--- src/rtl/clk_div_pkg.sv ---
// Shared types and helpers for the clk_div_sched divider controller.
package clk_div_pkg;

   typedef enum logic [1:0] {
      IDLE = 2'd0,
      RUN  = 2'd1,
      DONE = 2'd2
   } state_t;

   localparam int unsigned DIV_W_DEF = 32;
   localparam int unsigned CNT_W_DEF = 16;

   // Zero means "one" for divisors and period counts; callers size-cast the result.
   function automatic logic [63:0] clamp_min1(input logic [63:0] v);
      return (v == 64'd0) ? 64'd1 : v;
   endfunction

endpackage

--- src/rtl/clk_div_sched_if.sv ---
// Config handshake, run control and generated-clock outputs of clk_div_sched.
interface clk_div_sched_if
   import clk_div_pkg::*;
#(
   parameter int unsigned DIV_W = DIV_W_DEF,
   parameter int unsigned CNT_W = CNT_W_DEF
);
   logic             cfg_valid;
   logic             cfg_ready;
   logic [DIV_W-1:0] cfg_div;
   logic             cfg_oneshot;
   logic [CNT_W-1:0] cfg_count;
   logic             start;
   logic             stop;
   logic             tick;
   logic             div_clk;
   logic             busy;
   logic             done;
   logic [DIV_W-1:0] cur_div;

   modport master (
      output cfg_valid, cfg_div, cfg_oneshot, cfg_count, start, stop,
      input  cfg_ready, tick, div_clk, busy, done, cur_div
   );

   modport slave (
      input  cfg_valid, cfg_div, cfg_oneshot, cfg_count, start, stop,
      output cfg_ready, tick, div_clk, busy, done, cur_div
   );
endinterface

--- src/rtl/div_counter.sv ---
// Up-counter that wraps to zero when it reaches limit-1; limit is never zero.
module div_counter #(
   parameter int unsigned W = 32
) (
   input  logic         clk,
   input  logic         n_rst,
   input  logic         clr_i,
   input  logic         en_i,
   input  logic [W-1:0] limit_i,
   output logic         wrap_o
);
   logic [W-1:0] cnt_q, cnt_d;

   assign wrap_o = (cnt_q == limit_i - W'(1));

   always_comb begin
      cnt_d = cnt_q;
      if (clr_i) begin
         cnt_d = '0;
      end else if (en_i) begin
         cnt_d = wrap_o ? '0 : cnt_q + W'(1);
      end
   end

   always_ff @(posedge clk) begin
      if (!n_rst) begin
         cnt_q <= '0;
      end else begin
         cnt_q <= cnt_d;
      end
   end
endmodule

--- src/rtl/clk_div_sched.sv ---
// Divide-counter sequencer: boundary-aligned divisor reload, free-run and
// one-shot modes, a 1-cycle tick strobe and a 50% div_clk.
module clk_div_sched
   import clk_div_pkg::*;
#(
   parameter int unsigned DIV_W       = DIV_W_DEF,
   parameter int unsigned CNT_W       = CNT_W_DEF,
   parameter int unsigned DEFAULT_DIV = 25_000_000
) (
   input  logic           clk,
   input  logic           n_rst,
   clk_div_sched_if.slave bus
);
   localparam logic [DIV_W-1:0] RST_DIV = (DEFAULT_DIV == 0) ? DIV_W'(1) : DIV_W'(DEFAULT_DIV);

   state_t           state_q, state_d;
   logic [DIV_W-1:0] active_div_q, active_div_d;
   logic [DIV_W-1:0] shadow_q, shadow_d;
   logic             pend_q, pend_d;
   logic             oneshot_q, oneshot_d;
   logic [CNT_W-1:0] remaining_q, remaining_d;
   logic             div_clk_q, div_clk_d;

   logic             wrap, tick, cfg_ready, hs;
   logic [DIV_W-1:0] cfg_div_c;
   logic [CNT_W-1:0] cfg_cnt_c;

   div_counter #(.W(DIV_W)) u_cnt (
      .clk     (clk),
      .n_rst   (n_rst),
      .clr_i   ((state_q != RUN) || bus.stop),
      .en_i    (state_q == RUN),
      .limit_i (active_div_q),
      .wrap_o  (wrap)
   );

   assign tick      = (state_q == RUN) && wrap;
   assign cfg_ready = (state_q == IDLE) || ((state_q == RUN) && !pend_q);
   assign hs        = bus.cfg_valid && cfg_ready;
   assign cfg_div_c = DIV_W'(clamp_min1(64'(bus.cfg_div)));
   assign cfg_cnt_c = CNT_W'(clamp_min1(64'(bus.cfg_count)));

   always_comb begin
      state_d      = state_q;
      active_div_d = active_div_q;
      shadow_d     = shadow_q;
      pend_d       = pend_q;
      oneshot_d    = oneshot_q;
      remaining_d  = remaining_q;
      div_clk_d    = tick ? !div_clk_q : div_clk_q;
      case (state_q)
         IDLE: begin
            if (hs) begin
               active_div_d = cfg_div_c;
               oneshot_d    = bus.cfg_oneshot;
               remaining_d  = cfg_cnt_c;
            end
            if (bus.start && !bus.stop) state_d = RUN;
         end
         RUN: begin
            if (bus.stop) begin
               state_d = IDLE;
               pend_d  = 1'b0;
            end else if (tick) begin
               // A handshake landing on the boundary skips the shadow register.
               if (hs)          active_div_d = cfg_div_c;
               else if (pend_q) active_div_d = shadow_q;
               pend_d = 1'b0;
               if (oneshot_q) begin
                  if (remaining_q == CNT_W'(1)) state_d = DONE;
                  else                          remaining_d = remaining_q - CNT_W'(1);
               end
            end else if (hs) begin
               shadow_d = cfg_div_c;
               pend_d   = 1'b1;
            end
         end
         DONE:    state_d = IDLE;
         default: state_d = IDLE;
      endcase
   end

   always_ff @(posedge clk) begin
      if (!n_rst) begin
         state_q      <= IDLE;
         active_div_q <= RST_DIV;
         pend_q       <= 1'b0;
         oneshot_q    <= 1'b0;
         remaining_q  <= CNT_W'(1);
         div_clk_q    <= 1'b0;
      end else begin
         state_q      <= state_d;
         active_div_q <= active_div_d;
         pend_q       <= pend_d;
         oneshot_q    <= oneshot_d;
         remaining_q  <= remaining_d;
         div_clk_q    <= div_clk_d;
      end
   end

   always_ff @(posedge clk) begin
      shadow_q <= shadow_d;
   end

   assign bus.cfg_ready = cfg_ready;
   assign bus.tick      = tick;
   assign bus.div_clk   = div_clk_q;
   assign bus.busy      = (state_q == RUN);
   assign bus.done      = (state_q == DONE);
   assign bus.cur_div   = active_div_q;
endmodule
--- src/flat_wrapper.sv ---
// flat-port wrapper written by rule: the top's interface ports become plain ports
module clk_div_sched_flat import clk_div_pkg::*;
#(
   parameter int unsigned DIV_W       = DIV_W_DEF,
   parameter int unsigned CNT_W       = CNT_W_DEF,
   parameter int unsigned DEFAULT_DIV = 25_000_000
)
  (clk, n_rst, bus_cfg_valid, bus_cfg_div, bus_cfg_oneshot, bus_cfg_count, bus_start, bus_stop, bus_cfg_ready, bus_tick, bus_div_clk, bus_busy, bus_done, bus_cur_div);
  clk_div_sched_if #(.DIV_W(DIV_W), .CNT_W(CNT_W)) bus_i ();
  input  logic clk;
  input  logic n_rst;
  input wire logic [$bits(bus_i.cfg_valid)-1:0] bus_cfg_valid;
  input wire logic [$bits(bus_i.cfg_div)-1:0] bus_cfg_div;
  input wire logic [$bits(bus_i.cfg_oneshot)-1:0] bus_cfg_oneshot;
  input wire logic [$bits(bus_i.cfg_count)-1:0] bus_cfg_count;
  input wire logic [$bits(bus_i.start)-1:0] bus_start;
  input wire logic [$bits(bus_i.stop)-1:0] bus_stop;
  output wire logic [$bits(bus_i.cfg_ready)-1:0] bus_cfg_ready;
  output wire logic [$bits(bus_i.tick)-1:0] bus_tick;
  output wire logic [$bits(bus_i.div_clk)-1:0] bus_div_clk;
  output wire logic [$bits(bus_i.busy)-1:0] bus_busy;
  output wire logic [$bits(bus_i.done)-1:0] bus_done;
  output wire logic [$bits(bus_i.cur_div)-1:0] bus_cur_div;
  assign bus_i.cfg_valid = bus_cfg_valid;
  assign bus_i.cfg_div = bus_cfg_div;
  assign bus_i.cfg_oneshot = bus_cfg_oneshot;
  assign bus_i.cfg_count = bus_cfg_count;
  assign bus_i.start = bus_start;
  assign bus_i.stop = bus_stop;
  assign bus_cfg_ready = bus_i.cfg_ready;
  assign bus_tick = bus_i.tick;
  assign bus_div_clk = bus_i.div_clk;
  assign bus_busy = bus_i.busy;
  assign bus_done = bus_i.done;
  assign bus_cur_div = bus_i.cur_div;
  clk_div_sched #(.DIV_W(DIV_W), .CNT_W(CNT_W), .DEFAULT_DIV(DEFAULT_DIV)) u_core (.clk(clk), .n_rst(n_rst), .bus(bus_i));
endmodule
--- config.mk ---
export PLATFORM = sky130hd
export DESIGN_NAME = clk_div_sched_flat
export DESIGN_NICKNAME = d
export VERILOG_FILES = /design/src/rtl/clk_div_pkg.sv /design/src/rtl/clk_div_sched_if.sv /design/src/rtl/div_counter.sv /design/src/rtl/clk_div_sched.sv /design/src/flat_wrapper.sv
export SDC_FILE = /design/constraint.sdc
export NUM_CORES = 1
export LEC_CHECK = 0
export CORE_AREA = 2 2 105 128
export CTS_CLUSTER_DIAMETER = 40
export DETAILED_ROUTE_END_ITERATION = 6
export DIE_AREA = 0 0 107 130
export PLACE_DENSITY = 0.79
export RECOVER_POWER = 50
export SYNTH_ARGS = -nofsm -noshare
export SYNTH_HDL_FRONTEND = slang
export SYNTH_HIERARCHICAL = 1
export SYNTH_SLANG_ARGS = --single-unit
--- constraint.sdc ---
create_clock -name clk -period 12.2 [get_ports clk]
set_input_delay 1.22 -clock clk [delete_from_list [all_inputs] [get_ports clk]]
set_output_delay 1.22 -clock clk [all_outputs]
set_load 0.1 [all_outputs]
Word level (Yosys, flattened, before mapping)

Cells that the tools add are included.

Equality and inequality tests: 15
Bitwise operators: 3
Divide/modulo/power cells: 0
Add/sub/neg operators: 3
Reduce and logical (&&, ||, !) cells: 21
$mul: 0
Shifts and indexed selects: 0
$lt $le $gt $ge: 0
Multiplexer cells: 24

Operator list:

| kind                                                  | number |
|---|---|
| two-way mux 32 bit                                    | 7 |
| two-way mux 16 bit                                    | 6 |
| case mux 32 bit (2 select lines)                      | 1 |
| adder 32 x 1 -> 32 bit, second input constant         | 1 |
| == test 32 bit                                        | 1 |
| zero test 32 bit                                      | 1 |
| case mux 16 bit (2 select lines)                      | 1 |
| subtractor 32 x 1 -> 32 bit, second input constant    | 1 |
| == test 16 x 1 -> 1 bit, second input constant        | 1 |
| zero test 16 bit                                      | 1 |
| subtractor 16 x 1 -> 16 bit, second input constant    | 1 |
| two-way mux 2 bit                                     | 5 |
| inequality test 3 x 2 -> 1 bit, second input constant | 3 |
| inequality test 2 x 1 -> 1 bit, second input constant | 4 |
| AND reduction 4 bit                                   | 2 |
| inequality test 2 bit, second input constant          | 3 |
| AND reduction 6 bit                                   | 1 |
| AND reduction 5 bit                                   | 1 |
| logical AND 1 bit                                     | 4 |
| case mux 2 bit (2 select lines)                       | 1 |
| AND reduction 2 bit                                   | 2 |
| zero test 1 bit                                       | 3 |
| two-way mux 1 bit                                     | 3 |
| inequality test 3 x 1 -> 1 bit, second input constant | 1 |
| other kinds (8)                                       | 11 |

Bits in writable memories: 0
Output and inout port bits: 37
Flip-flop bits (word level): 117
Memory bits (read-only): 0
Bits in latches: 0
Memories kept: 0
Input bits: 54

Depth between registers and ports, before layout

Gate-level depths: netlist of the first run.

Depth after elaboration: 8
Mapped depth: 16

Cells and area by module

Netlist of the first run, hierarchy kept.

Modules (own cells, without submodules):

| module        | sequential area each (µm²) | instances | area an instance (µm²) | cells each |
|---|---|---|---|---|
| clk_div_sched | 2021.9                     | 1         | 3968.8                 | 408 |
| div_counter   | 640.6                      | 1         | 2897.8                 | 354 |

Worst setup path before layout of the first run

Ideal clock, no wire load.

Path type: register -> register
Start: reg u_core.active_div_q[0] (netlist: u_core/bus.cur_div[0])
End: reg u_core.shadow_q[0], enable pin
Stages on the path, launching flop included: 10
Clock period less this slack: 5324 ps
Data required time: 11739 ps
Setup slack: 6876 ps
Data arrival time: 4863 ps
Cells stage by stage: dfxtp_1 -> inv_1 -> ha_1 -> or4b_4 -> nor4b_1 -> a221o_1 -> nand3_1 -> o211ai_1 -> nor3_1 -> nor3_1

Longest elaborated chain between the ends: 5

Ends and longest elaborated chain:

| element                              | RTL line             | text |
|---|---|---|
| from (decl)                          | clk_div_sched.sv:17  | `logic [DIV_W-1:0] active_div_q, active_div_d;` |
| from (signal assigned)               | clk_div_sched.sv:93  | `active_div_q <= active_div_d;` |
| subtractor 32 x 1 -> 32 bit          | div_counter.sv:14    | `assign wrap_o = (cnt_q == limit_i - W'(1));` |
| == test 32 bit                       | div_counter.sv:14    |  |
| named net u_core.wrap                | clk_div_sched.sv:24  | `logic wrap, tick, cfg_ready, hs;` |
| logical AND 1 bit                    | clk_div_sched.sv:37  | `assign tick = (state_q == RUN) && wrap;` |
| NOT 1 bit (no source line)           | --                   |  |
| AND reduction 4 bit (no source line) | --                   |  |
| to (signal assigned)                 | clk_div_sched.sv:102 | `shadow_q <= shadow_d;` |
| to (decl)                            | clk_div_sched.sv:18  | `logic [DIV_W-1:0] shadow_q, shadow_d;` |

The timed path passes the listed nets, and every way through them passes these cells.
A chain may end at the register's enable or synchronous reset.

Worst setup path in the final report of the first run

Start: reg u_core.active_div_q[0] (netlist: u_core/bus.cur_div[0])
End: out bus_tick

Longest elaborated chain between the ends: 3

Ends and longest elaborated chain:

| element                     | RTL line            | text |
|---|---|---|
| subtractor 32 x 1 -> 32 bit | div_counter.sv:14   |  |
| == test 32 bit              | div_counter.sv:14   |  |
| named net u_core.wrap       | clk_div_sched.sv:24 |  |
| logical AND 1 bit           | clk_div_sched.sv:37 |  |
| to (decl)                   | flat_wrapper.sv:19  | `output wire logic [$bits(bus_i.tick)-1:0] bus_tick;` |

The timed path passes the listed nets, and every way through them passes these cells.

==> results_dict.tcl, run 1 <==
set metrics [dict create \
    status "complete, no violations" \
    cts_tree "built" \
    fp.dieW_um 107 \
    rr_startpoint "u_core/bus.cur_div[0]" \
    die_area_um2 13900 \
    first_global_vias 5868 \
    cp-start-kind "register" \
    ys_warn_count 6 \
    cts.clk_slew.worst_paths_ns 0.06 \
    power_density_nw_per_um2 136 \
    hold_ws_ns 0.485 \
    crit_required_ns 10.98 \
    crit_path_top_delay_cell "clkdlybuf4s50_1" \
    initial_utilization 0.535 \
    worstPathMaxFanout 14 \
    grt_max_degree 40 \
    syn_inst 762 \
    fin_cells 989 \
    grt_use_total 0.284 \
    synth_top_flop_cell "dfxtp_1" \
    rsz0062_at_grt "no" \
    syn2layout_area_growth_pct 19.6 \
    port_buffers 90 \
    layout_min_cycle_time_ns 6.44 \
    drive_gt1_frac 0.0890 \
    cts_made_buffers 17 \
    clock.fmax_mhz 155 \
    critPathMaxStageDelay_ns 1.15 \
    syn_avg_cell_area_um2 9.01 \
    leakagePower_nw 2.75 \
    startpoint "u_core/bus.cur_div[0]" \
    vdd_drop_max_v 0.000102 \
    drtPass1Iterations 5 \
    clock_latency_ns 0.43 \
    crit_chain "inv_1 > ha_1 > or4b_4 > nor4_1 > a21oi_1 > o311ai_0 > nand2_1 > nor3_1 > and2_1 > clkdlybuf4s50_1" \
    wl_um 19300 \
    ys_ff_latch 117 \
    htreeDepth 4 \
    slew_headroom 0.0282 \
    cp-end-kind "output port" \
    drt_iter0_markers 333 \
    final_max_slew_viol_count 0 \
    crit_type "reg -> out" \
    cts.path.max_buffers 2 \
    async_reset_ff_frac 0 \
    synth_edf_count 32 \
    cap_violations 0 \
    overflow 0 \
    die_h_um 130 \
    viasPerCell 6.21 \
    core_um2 12800 \
    holdCritStartpoint "u_core/remaining_q[9]" \
    finalSetupTns_ns 0 \
    hold_viol 0 \
    grt_pass1_wl_um 30500 \
    io_pins 91 \
    via_count 6137 \
    cts_setup_buffers 0 \
    synth_cell_types 76 \
    cts-resized-gates 0 \
    reg2reg_slack_ns 7.20 \
    synth_fp_nets 820 \
    tightest_slew_ns 1.46 \
    worstPathArrival_ns 5.22 \
    antenna_left 0 \
    period_share 0.528 \
    hold_buffers 0 \
    hold_path.class "reg -> reg" \
    hpwl_um 14000 \
    fillCellCount 1101 \
    rows 46 \
    fin_nets 865 \
    placed_cells 956 \
    clockRootBuffer "clkbuf_16" \
    place_congestion 0.868 \
    wl_per_cell_um 19.5 \
    antenna_found_initial 1 \
    setup_viol 0 \
    seq_area_frac_synth 0.388 \
    cts.sinks 117 \
    drcViolationCount 0 \
    fin_worst_skew_ns 0.00951 \
    syn_area_um2 6870 \
]
## placed cells by master (no fill, tap or decap), types with 5 or more instances in the layout
cell and count:
buf_4 8, a22oi_1 5, nor3b_1 6, xor2_1 35
nor4_1 26, o22ai_1 6, or4_1 11, dlygate4sd3_1 67
clkdlybuf4s50_1 23, nand3_1 20, nor3_1 39, o32ai_2 5
a211oi_1 22, o21ai_0 6, nor2_1 63, nor3_2 15
xnor2_1 33, o211ai_1 18, mux2i_1 33, edfxtp_1 32
and3_1 7, nand2_1 65, dfxtp_1 85, a21oi_1 24
nand2b_1 8, inv_1 13, clkbuf_16 17, nand4_1 18
o31ai_1 5, or3_1 10
## cell families (layout without fill, tap and decap cells)
group,Yosys count,after routing,share of synthesized area
mux,33,33,0.0481
buf+inv,87,145,0.0563
fa+ha+maj,4,4,0.00729
other cells,0,1,0
xor+xnor,68,68,0.0867
flops,117,117,0.388
simple gates,317,317,0.261
compound gates,136,136,0.153
## synthesized netlist by cell type, types with 20 or more instances
cell type,count,share of area
nand2_1,65,0.036
edfxtp_1,32,0.14
dfxtp_1,85,0.25
mux2i_1,33,0.048
a211oi_1,22,0.024
nand3_1,20,0.015
clkbuf_1,56,0.031
nor4_1,25,0.023
nor3_2,21,0.031
a21oi_1,24,0.017
nor3_1,33,0.024
xnor2_1,33,0.042
xor2_1,35,0.045
nor2_1,63,0.034
## flip-flops by register name, summed over array words and instances (netlist names)
signal,count
u_core/oneshot_q,1
u_core/state_q,2
u_core/u_cnt/cnt_q,32
u_core/pend_q,1
u_core/shadow_q,32
u_core/bus.cur_div,32
u_core/remaining_q,16
u_core/bus.div_clk,1
## stage by stage
step,area [um^2],worst slack [ns],utilization,power (W)
2_1_floorplan,6870,6.88,-,0.000590
3_3_place_gp,7720,6.47,0.602,0.000651
3_5_place_dp,7720,6.43,0.602,0.000654
4_1_cts,8280,5.90,0.645,0.00113
5_1_grt,8210,5.32,0.640,0.00115
6_report,8210,5.76,0.640,0.00112
## power breakdown
part	switching, W	total [W]	internal [W]
Sequential	0.0000243	0.000438	0.000413
Combinational	0.000140	0.000205	0.0000642
Clock	0.000192	0.000473	0.000282
## per-layer routing
layer / global-route usage / wire length, um
met1: 0.345 / 8040
met2: 0.496 / 9880
met3: 0.0564 / 940
met4: 0.109 / 422
met5: 0 / 0
## worst max-delay path, delay by kind of cell, from the launching register on
kind | cells | cell delay [ns]
AO/OA/AOI/OAI | 2 | 0.77
adder cells (fa/ha/maj) | 1 | 0.22
buffers and inverters | 2 | 1.24
flip-flops | 1 | 0.40
AND/OR/NAND/NOR | 5 | 2.15
## final timing paths
| path | end | depth (start not counted) |
|---|---|---|
| min | u_core/remaining_q[9] | 2 |
| max reg2reg | u_core/u_cnt/cnt_q[16] | 10 |
| max | bus_tick | 10 |
| min reg2reg | u_core/remaining_q[9] | 2 |
## final cells by class
cell class | instances | area [um^2] | share of cell area
inverter | 14 | 52.6 | 0.00640
timing repair buffer | 99 | 965 | 0.118
sequential | 117 | 2660 | 0.324
tap | 168 | 210 | 0.0256
antenna | 1 | 2.50 | 0.000305
clock buffer | 19 | 433 | 0.0527
clock inverter | 13 | 124 | 0.0151
multi-input combinational | 558 | 3760 | 0.458
No activity file was read; power rests on OpenSTA's default activity.
==> run 2: changes to the inputs <==
==> constraint.sdc (replaced) <==
create_clock -name clk -period 6.5 [get_ports clk]
set_input_delay 0.65 -clock clk [delete_from_list [all_inputs] [get_ports clk]]
set_output_delay 0.65 -clock clk [all_outputs]
set_load 0.1 [all_outputs]
==> run 2 against run 1 <==
The run now ends with capacitance limit, slew limit left. Clock power is 110% higher. Non-clock buffer count is 3 lower. Highest routed layer unchanged. Sequential share of layout area is 0.15 points lower. Register-to-register slack worse by 5.4 ns. Core utilization is 0.29 points higher. Critical path type unchanged.
==> results_dict.tcl, run 2 (synthesized netlist as in run 1, its figures left out) <==
set metrics [dict create \
    syn2layout_area_growth_pct 20.1 \
    layout_min_cycle_time_ns 5.67 \
    cts.sinks 117 \
    hold_viol 0 \
    power_density_nw_per_um2 264 \
    finalSetupTns_ns 0 \
    drcViolationCount 0 \
    clock_latency_ns 0.42 \
    first_global_vias 5821 \
    grt_max_degree 40 \
    via_count 6114 \
    tightest_slew_ns 1.78 \
    cts.clk_slew.worst_paths_ns 0.06 \
    rsz0062_at_grt "no" \
    worstPathArrival_ns 5.02 \
    crit_chain "inv_1 > ha_1 > or4b_4 > nor4b_1 > o211ai_1 > nand3_1 > o211ai_1 > nor3_1 > and2_1 > clkdlybuf4s50_1" \
    overflow 0 \
    hold_path.class "reg -> reg" \
    antenna_found_initial 1 \
    place_congestion 0.975 \
    crit_type "reg -> out" \
    slew_headroom -0.188 \
    drive_gt1_frac 0.0832 \
    setup_viol 0 \
    vdd_drop_max_v 0.000199 \
    grt_pass1_wl_um 30700 \
    cts_setup_buffers 0 \
    fin_nets 862 \
    grt_use_total 0.285 \
    drtPass1Iterations 5 \
    final_common_cell "dfxtp_1" \
    worstPathMaxFanout 14 \
    rows 46 \
    leakagePower_nw 2.78 \
    critPathMaxStageDelay_ns 1.14 \
    hpwl_um 14200 \
    cts_tree "built" \
    period_share 0.872 \
    drt_iter0_markers 428 \
    cts-resized-gates 0 \
    crit_required_ns 5.85 \
    cp-start-kind "register" \
    place_ws_ns 1.25 \
    viasPerCell 6.20 \
    status "finished, violations left" \
    hold_buffers 0 \
    layout_common_cells "dfxtp_1, dlygate4sd3_1, nand2_1" \
    fin_worst_skew_ns 0.00842 \
    die_h_um 130 \
    cp-end-kind "output port" \
    clockRootBuffer "clkbuf_16" \
    cts.path.max_buffers 2 \
    port_buffers 90 \
    final_max_slew_viol_count 71 \
    initial_utilization 0.535 \
    path_common_cell "o211ai_1" \
    wl_um 19400 \
    core_um2 12800 \
    die_area_um2 13900 \
    cts_made_buffers 17 \
    fillCellCount 1096 \
    fp.dieW_um 107 \
    clock.fmax_mhz 176 \
    crit_path_top_delay_cell "clkdlybuf4s50_1" \
    violations "capacitance limit, slew limit" \
    htreeDepth 4 \
    wl_per_cell_um 19.7 \
    setup_slack_ns 0.833 \
    antenna_left 0 \
    cap_violations 2 \
    io_pins 91 \
]
-- run 2: changes by cell type in the layout (fill, tap and decap cells not counted), sizes merged --
cell      before  now
buf            8    4
clkinv         5    4
clkbuf        20   21
bufinv         1    3
clkinvlp       3    2
-- run 2: through the flow --
stage | utilization | instances | hold WS (ns) | instance area (um^2) | power [W]
finish | 0.643 | 986 | 0.472 | 8250 | 0.00218
global route | 0.643 | 986 | 0.489 | 8250 | 0.00225
CTS | 0.648 | 985 | 0.470 | 8310 | 0.00220
detailed placement | 0.600 | 953 | 0.462 | 7700 | 0.00123
global placement | 0.600 | 953 | 0.457 | 7700 | 0.00122
floorplan | - | 762 | 0.446 | 6870 | 0.00111
-- run 2: final cells by class --
cell class                 count  area, um^2  area share
sequential                   117        2660       0.323
clock inverter                13         170      0.0206
antenna                        1        2.50    0.000303
inverter                      14        52.6     0.00637
multi-input combinational    558        3770       0.457
tap                          168         210      0.0255
timing repair buffer          96         938       0.114
clock buffer                  19         443      0.0537
-- run 2: critical path, delay by kind of cell, from the launching register on --
kind                     cells  cell delay, ns
AO/OA/AOI/OAI                2            0.43
adder cells (fa/ha/maj)      1            0.22
buffers and inverters        2            1.23
flip-flops                   1            0.38
AND/OR/NAND/NOR              5            2.33
-- run 2: routing by layer --
layer	part of all wire	vias to the layer above	wire length [um]	track usage
met5	0	-	0	0
met4	0.026	0	503	0.121
met3	0.051	42	984	0.0544
met2	0.52	244	10000	0.499
met1	0.41	2925	7890	0.343
li1	-	2903	-	-
-- run 2: worst paths after layout --
| check | start | end | slack, ns | cells after the start |
|---|---|---|---|---|
| worst max-delay path | u_core/bus.cur_div[0] | bus_tick | 0.83 | 10 |
| worst min-delay path | u_core/remaining_q[6] | u_core/remaining_q[6] | 0.47 | 2 |
| worst max register to register | u_core/bus.cur_div[0] | u_core/bus.cur_div[21] | 1.80 | 12 |
| worst min register to register | u_core/remaining_q[6] | u_core/remaining_q[6] | 0.47 | 2 |
-- run 2: where the power goes --
part	switching, W	internal [W]	leakage (nW)
logic	0.000265	0.000119	1.50
registers	0.0000449	0.000776	0.985
clock network	0.000353	0.000617	0.293
